**src/rtl/pic_exec_unit.sv**
```systemverilog
// Execute stage: decodes the instruction byte, runs the 8-bit ALU against W and holds C/Z.
// Result/decode are combinational in the input cycle; flags land on the next edge. No backpressure.
module pic_exec_unit #(
    parameter int WIDTH = 8
) (
    input  logic             clk,
    input  logic             reset,
    input  logic [7:0]       inst_reg,
    input  logic [WIDTH-1:0] f,
    input  logic [WIDTH-1:0] k,
    input  logic [WIDTH-1:0] w,
    output logic [WIDTH-1:0] ans,
    output logic             d,
    output logic             switch_a_m,
    output logic [3:0]       inst,
    output logic [2:0]       bit_number,
    output logic             carry,
    output logic             zero
);

    logic             d_dec;
    logic             movf_z;
    logic [WIDTH-1:0] a;
    logic [WIDTH-1:0] b;
    logic [WIDTH-1:0] res;
    logic [WIDTH:0]   sum;
    logic             z_en;

    assign bit_number = inst_reg[3:1];

    always_comb begin
        inst       = 4'hF;
        d_dec      = 1'b0;
        switch_a_m = 1'b0;
        movf_z     = 1'b0;
        case (inst_reg[7:6])
            2'b00: begin
                // Opcode 0000 covers both MOVWF (d=1) and NOP (d=0), so d passes through.
                d_dec = inst_reg[1];
                case (inst_reg[5:2])
                    4'b0000: inst = 4'hF;
                    4'b0001: inst = 4'hC;
                    4'b0010: inst = 4'h2;
                    4'b0011: inst = 4'h8;
                    4'b0100: inst = 4'h4;
                    4'b0101: inst = 4'h3;
                    4'b0110: inst = 4'h5;
                    4'b0111: inst = 4'h1;
                    4'b1000: begin
                        inst   = 4'h0;
                        movf_z = 1'b1;
                    end
                    4'b1001: inst = 4'h6;
                    4'b1010: inst = 4'h7;
                    4'b1100: inst = 4'hA;
                    4'b1101: inst = 4'h9;
                    4'b1110: inst = 4'hB;
                    default: begin
                        inst  = 4'hF;
                        d_dec = 1'b0;
                    end
                endcase
            end
            2'b01: begin
                if (inst_reg[5:4] == 2'b00) begin
                    inst  = 4'hD;
                    d_dec = 1'b1;
                end else if (inst_reg[5:4] == 2'b01) begin
                    inst  = 4'hE;
                    d_dec = 1'b1;
                end
            end
            2'b11: begin
                switch_a_m = 1'b1;
                if (inst_reg[5:4] == 2'b00)        inst = 4'h0;
                else if (inst_reg[5:1] == 5'b11000) inst = 4'h4;
                else if (inst_reg[5:1] == 5'b11001) inst = 4'h3;
                else if (inst_reg[5:1] == 5'b11010) inst = 4'h5;
                else if (inst_reg[5:2] == 4'b1110)  inst = 4'h2;
                else if (inst_reg[5:2] == 4'b1111)  inst = 4'h1;
                else                                switch_a_m = 1'b0;
            end
            default: inst = 4'hF;
        endcase
    end

    assign a   = w;
    assign b   = switch_a_m ? k : f;
    assign sum = {1'b0, a} + {1'b0, b};

    always_comb begin
        res = '0;
        case (inst)
            4'h0: res = b;
            4'h1: res = sum[WIDTH-1:0];
            4'h2: res = b - a;
            4'h3: res = a & b;
            4'h4: res = a | b;
            4'h5: res = a ^ b;
            4'h6: res = ~b;
            4'h7: res = b + WIDTH'(1);
            4'h8: res = b - WIDTH'(1);
            4'h9: res = {b[WIDTH-2:0], carry};
            4'hA: res = {carry, b[WIDTH-1:1]};
            4'hB: res = {b[3:0], b[7:4]};
            4'hC: res = '0;
            4'hD: res = b & ~(WIDTH'(1) << bit_number);
            4'hE: res = b | (WIDTH'(1) << bit_number);
            default: res = a;
        endcase
    end

    // Held reset suppresses write-back by zeroing the result and destination.
    assign ans = reset ? res : '0;
    assign d   = reset ? d_dec : 1'b0;

    always_comb begin
        case (inst)
            4'h1, 4'h2, 4'h3, 4'h4, 4'h5, 4'h6, 4'h7, 4'h8, 4'hC: z_en = 1'b1;
            default: z_en = movf_z;
        endcase
    end

    always_ff @(posedge clk) begin
        if (!reset) begin
            carry <= 1'b0;
            zero  <= 1'b0;
        end else begin
            case (inst)
                4'h1: carry <= sum[WIDTH];
                4'h2: carry <= (b >= a);
                4'h9: carry <= b[WIDTH-1];
                4'hA: carry <= b[0];
                default: carry <= carry;
            endcase
            if (z_en) zero <= (res == '0);
        end
    end

endmodule

```
**config.mk**
```make
export PLATFORM = sky130hd
export DESIGN_NAME = pic_exec_unit
export DESIGN_NICKNAME = d
export VERILOG_FILES = /design/src/rtl/pic_exec_unit.sv
export SDC_FILE = /design/constraint.sdc
export NUM_CORES = 1
export LEC_CHECK = 0
export ABC_CLOCK_PERIOD_IN_PS = 12990
export CORE_ASPECT_RATIO = 0.6
export CORE_MARGIN = 1.5
export CORE_UTILIZATION = 30
export CTS_BUF_LIST = sky130_fd_sc_hd__clkbuf_16
export DETAILED_ROUTE_END_ITERATION = 6
export DONT_BUFFER_PORTS = 1
export PLACE_DENSITY_LB_ADDON = 0.1
export SETUP_SLACK_MARGIN = 0.5
export SYNTH_ARGS = -nofsm -noshare
export SYNTH_HDL_FRONTEND = slang
export SYNTH_SLANG_ARGS = --single-unit
```
**constraint.sdc**
```tcl
create_clock -name clk -period 12.99 [get_ports clk]
set_input_delay 3.897 -clock clk [delete_from_list [all_inputs] [get_ports clk]]
set_output_delay 3.897 -clock clk [all_outputs]
set_load 0.05 [all_outputs]
```
* Yosys cells after proc, flatten, opt, wreduce, memory -nomap -nowiden
Cells that the tools add are included.
Operators by class: add/subtract/negate cells 4, order comparisons 1, eq/ne operators 34, shifts and indexed selects 1, mux-type cells 29, bitwise operators 7, reduce and logical (&&, ||, !) cells 8
Operators with widths (count):
- $pmux W8 S15 | 1
- $eq A4 B4 Y1 const B | 14
- $pmux W4 S13 | 1
- $eq A4 B3 Y1 const B | 8
- $mux W4 | 6
- $and A8 B8 Y8 | 2
- $eq A4 B2 Y1 const B | 4
- $mux W8 | 2
- $not A8 Y8 | 2
- $or A8 B8 Y8 | 2
- $eq A5 B5 Y1 const B | 3
- $mux W1 | 15
- $reduce_or A14 Y1 | 1
- $pmux W4 S3 | 1
- $add A8 B8 Y9 | 1
- $reduce_or A9 Y1 | 1
- $add A8 B1 Y8 const B | 1
- $eq A4 B1 Y1 const B | 2
- $ge A8 B8 Y1 | 1
- $logic_not A4 Y1 | 2
- $logic_not A8 Y1 | 1
- $shl A1 B3 Y8 const A | 1
- $sub A8 B1 Y8 const B | 1
- $sub A8 B8 Y8 | 1
- other kinds (8) | 10
Storage, ports and cells: bits in registers 2, output and inout port bits 19

* Logic depth before layout (Yosys ltp)
word-level depth 12, depth in mapped cells 19, depth with buffers taken out 17

* Least setup slack after synthesis
No wires, ideal clock.
path type input port to output port, start point in inst_reg[5], end point out ans[4], arrival 7.411 ns, path slack 1.682 ns, cell stages on the path 16, buffers on the path 2, cell sequence buf_2 nand2b_1 o221ai_1 or3_1 buf_2 ha_1 fa_1 inv_1 a21o_1 a21oi_1 a2111oi_0 o21ba_2 nor3_1 and4_1 a211o_1 nor2_1
Between the ends: longest elaborated chain between the ends 12
RTL lines:
- from (decl) | line 8 | input logic [7:0] inst_reg,
- $eq A4 B4 Y1 | line 80 | else if (inst_reg[5:2] == 4'b1111) inst = 4'h1;
- $mux W1 | line 80
- $mux W1 | line 79 | else if (inst_reg[5:2] == 4'b1110) inst = 4'h2;
- $mux W1 | line 78 | else if (inst_reg[5:1] == 5'b11010) inst = 4'h5;
- $mux W1 | line 77 | else if (inst_reg[5:1] == 5'b11001) inst = 4'h3;
- $mux W1 | line 76 | else if (inst_reg[5:1] == 5'b11000) inst = 4'h4;
- $mux W1 | line 75 | if (inst_reg[5:4] == 2'b00) inst = 4'h0;
- $mux W1 | line 36 | case (inst_reg[7:6])
- $mux W8 | line 88 | assign b = switch_a_m ? k : f;
- $sub A8 B1 Y8 (tied with other cells) | line 102 | 4'h8: res = b - WIDTH'(1);
- $pmux W8 S15 (*) | line 93 | case (inst)
- $mux W8 (*) | line 114 | assign ans = reset ? res : '0;
- to (decl) | line 12 | output logic [WIDTH-1:0] ans,
Every way passes the cells marked *; elsewhere a longest branch is shown, timed or not.

* Worst setup path in the final report
start point in inst_reg[3], end point out ans[6]
Same word-level chain as after synthesis.

==> metrics.txt <==
Cell Chain, Critical Path=nand3b_1 > a211oi_1 > or3_1 > inv_2 > ha_1 > inv_1 > fa_1 > o21bai_1 > a21oi_1 > o31a_1 > nand3_1 > o311a_1 > a2111oi_2 > nor4_1 > a211oi_1 > and2_2; clk buf depth=2; mapped cell area=3240 sq um; H-tree levels=1; highest clock rate=0.0822 GHz; Pleak=1.28 nW; most used cell, CP=a211oi_1; core box area=10600 sq um; DRC errors left=0; Setup Skew=1.44 ps; Crit path max-delay family=compound AO/OA/AOI/OAI gates; Net count, final=522; CTS Sinks=2; cell taking the most area after synthesis=ha_1; relative slew slack=35.0%; Synth Flop Type=dfxtp_1; Post-synth EDFFs=0; io pins=53; Ant. Diodes=0; Overflow after GRT=0; Area contributors post-synth=ha_1 8.5%, nor2_1 5.7%, a21oi_1 4.5%, nand2_1 3.7%, o22ai_1 3.3%; initial antenna violation count=0; Final Slew Violations=0; number of global-route vias before repair=3540; largest net degree at the start of global routing=34; syn avg cell area=6.71 sq um; Worst Path Required=9090 ps; final cell count without fillers=600; Die Ht=83.5 um; WL final=14100 um; #FFs+latches synth=2; post-DP HPWL=10900 um; Ys Warns=0; Final TNS setup=0 ps; signal arrival time at the worst endpoint=8270 ps; root buffer cell=clkbuf_16; Post-Route Utilization=31.7%; Synth Instances=483; Die W=137 um; post-route ant nets=0; outcome=finished clean; syn_nets=542; Period minus WS final=12170 ps; area of the die=11500 sq um; Yosys top cell area share=8.49%; via/cell ratio=6.42; PwrDens=77.2 nW/um^2; max_cap viols=0; Synth-to-Final Area Change=3.24%; CTS tree=done; Total Routing Usage GR=24.6%; final worst path period share=93.7%; dpl cells=597; routed vias=3851; RR Startpoint=carry; most frequent cells in the layout=49 x nor2_1, 32 x nand2_1, 29 x a21oi_1; flop-to-flop setup slack=11120 ps; endpoints failing hold=0; first-pass GRT wire length=21600 um; share of cells above drive strength 1=10.6%; Largest stage delay, worst path=500 ps; Max VDD drop=0.0578 mV; Setup violations, final=0; Row Count=29; CP endpoint kind=output port; CP Launch Point=inst_reg[3]; CTS clk-pin slew, worst paths=30 ps; synth unique cells=82; register area share after synthesis=1.23%; # Post-CTS Setup Buffers=0; slew of the pin with the lowest slew margin=974 ps; initial DRC count=412; hold wc startpoint=zero; worst-path fanout max=26; Final Wtd Congestion=0.982; HP Class=reg2reg; WL/cell=23.5 um; Max stage delay cell, worst path=or3_1; worst path buffer plus inverter count=2; DRT Pass-1 Iters=5; critical path class=in2out; clock insertion delay at the later pin of the skew report=220 ps; Async S/R FF share, synth=0%; IO buf count=0; RSZ-0062 raised after global routing=no; most common cell after layout, fill and taps aside=nor2_1; Initial Util=30.7%; Worst setup SP type=input port; TritonCTS Buffers=3
-- tightest hold or removal path: cells and delay by family (launching register included) --
kind               cells  cell delay [ps]
and+or+nand+nor        1              140
DFF                    1              460
AOI/OAI and AO/OA      1               60
-- cells in the mapped netlist (all sizes together) (5+ instances only) --
library cell / instances
o31a: 8
inv: 33
a21oi: 29
ha: 22
nand2b: 11
or3: 6
a2111oi: 5
buf: 32
o21ai: 25
xor2: 6
a211o: 5
o211ai: 5
xnor2: 10
nand4: 7
nor3: 14
a32oi: 5
and2: 7
nor4: 10
a21o: 11
o221ai: 10
nor2: 50
a31oi: 8
nand3: 15
a211oi: 9
clkbuf: 8
nor2b: 10
nand2: 35
mux2i: 5
o22ai: 17
-- layer usage --
metal | routed length [um] | GRT usage [%] | vias to the layer above
met5 | 0 | 0 | -
met4 | 135 | 1.63 | 0
met3 | 2040 | 9.17 | 18
met2 | 5170 | 31.2 | 222
met1 | 6740 | 39.4 | 1818
li1 | - | - | 1793
-- final timing paths --
| path | endpoint | cells after the start |
|---|---|---|
| max | ans[6] | 16 |
| min | zero | 2 |
| max reg2reg | zero | 6 |
| min reg2reg | zero | 2 |
-- state kept, by name, summed over array words and instances, names as in the netlist --
register,flops
carry,1
zero,1
-- logic make-up (layout without fill, tap and decap cells) --
kind of cell / Yosys count / in the layout / share of synthesized area, %
AO/OA/AOI/OAI: 178 / 178 / 40.7
XOR/XNOR: 16 / 16 / 4.32
adder cells (fa/ha/maj): 25 / 25 / 10.3
buffers and inverters: 73 / 51 / 12.2
flip-flops: 2 / 2 / 1.23
multiplexers: 6 / 6 / 1.89
AND/OR/NAND/NOR: 183 / 183 / 29.3
-- power by group --
group / internal, W / switching (W)
Combinational: 0.0000676 / 0.000137
Sequential: 0.00000647 / 0.00000145
Clock: 0.0000391 / 0.00000684
-- cell type report --
class	count	area (sq um)
clock buffers	3	75.1
fillers	1182	7210
inverters	33	129
repair buffers	15	113
multi-input cells	408	2820
well taps	139	174
flip-flops and latches	2	40.0
-- timing repair --
action / 4_1_cts / 5_1_grt
endpoints found under the setup margin: 0 / 1
hold buffers: 0 / 0
gates resized for setup: 0 / 2
endpoints found under the hold margin: 0 / 0
-- metrics by stage --
stage | hold WS [ps] | worst slack [ps] | instance area (sq um) | total power [W]
after floorplan | 678 | 1680 | 3240 | 0.000166
after global placement | 711 | 770 | 3270 | 0.000206
after detailed placement | 720 | 726 | 3270 | 0.000206
after CTS | 723 | 700 | 3350 | 0.000254
after global routing | 765 | 563 | 3350 | 0.000276
final | 726 | 822 | 3350 | 0.000258
No activity file was read; power rests on OpenSTA's default activity.
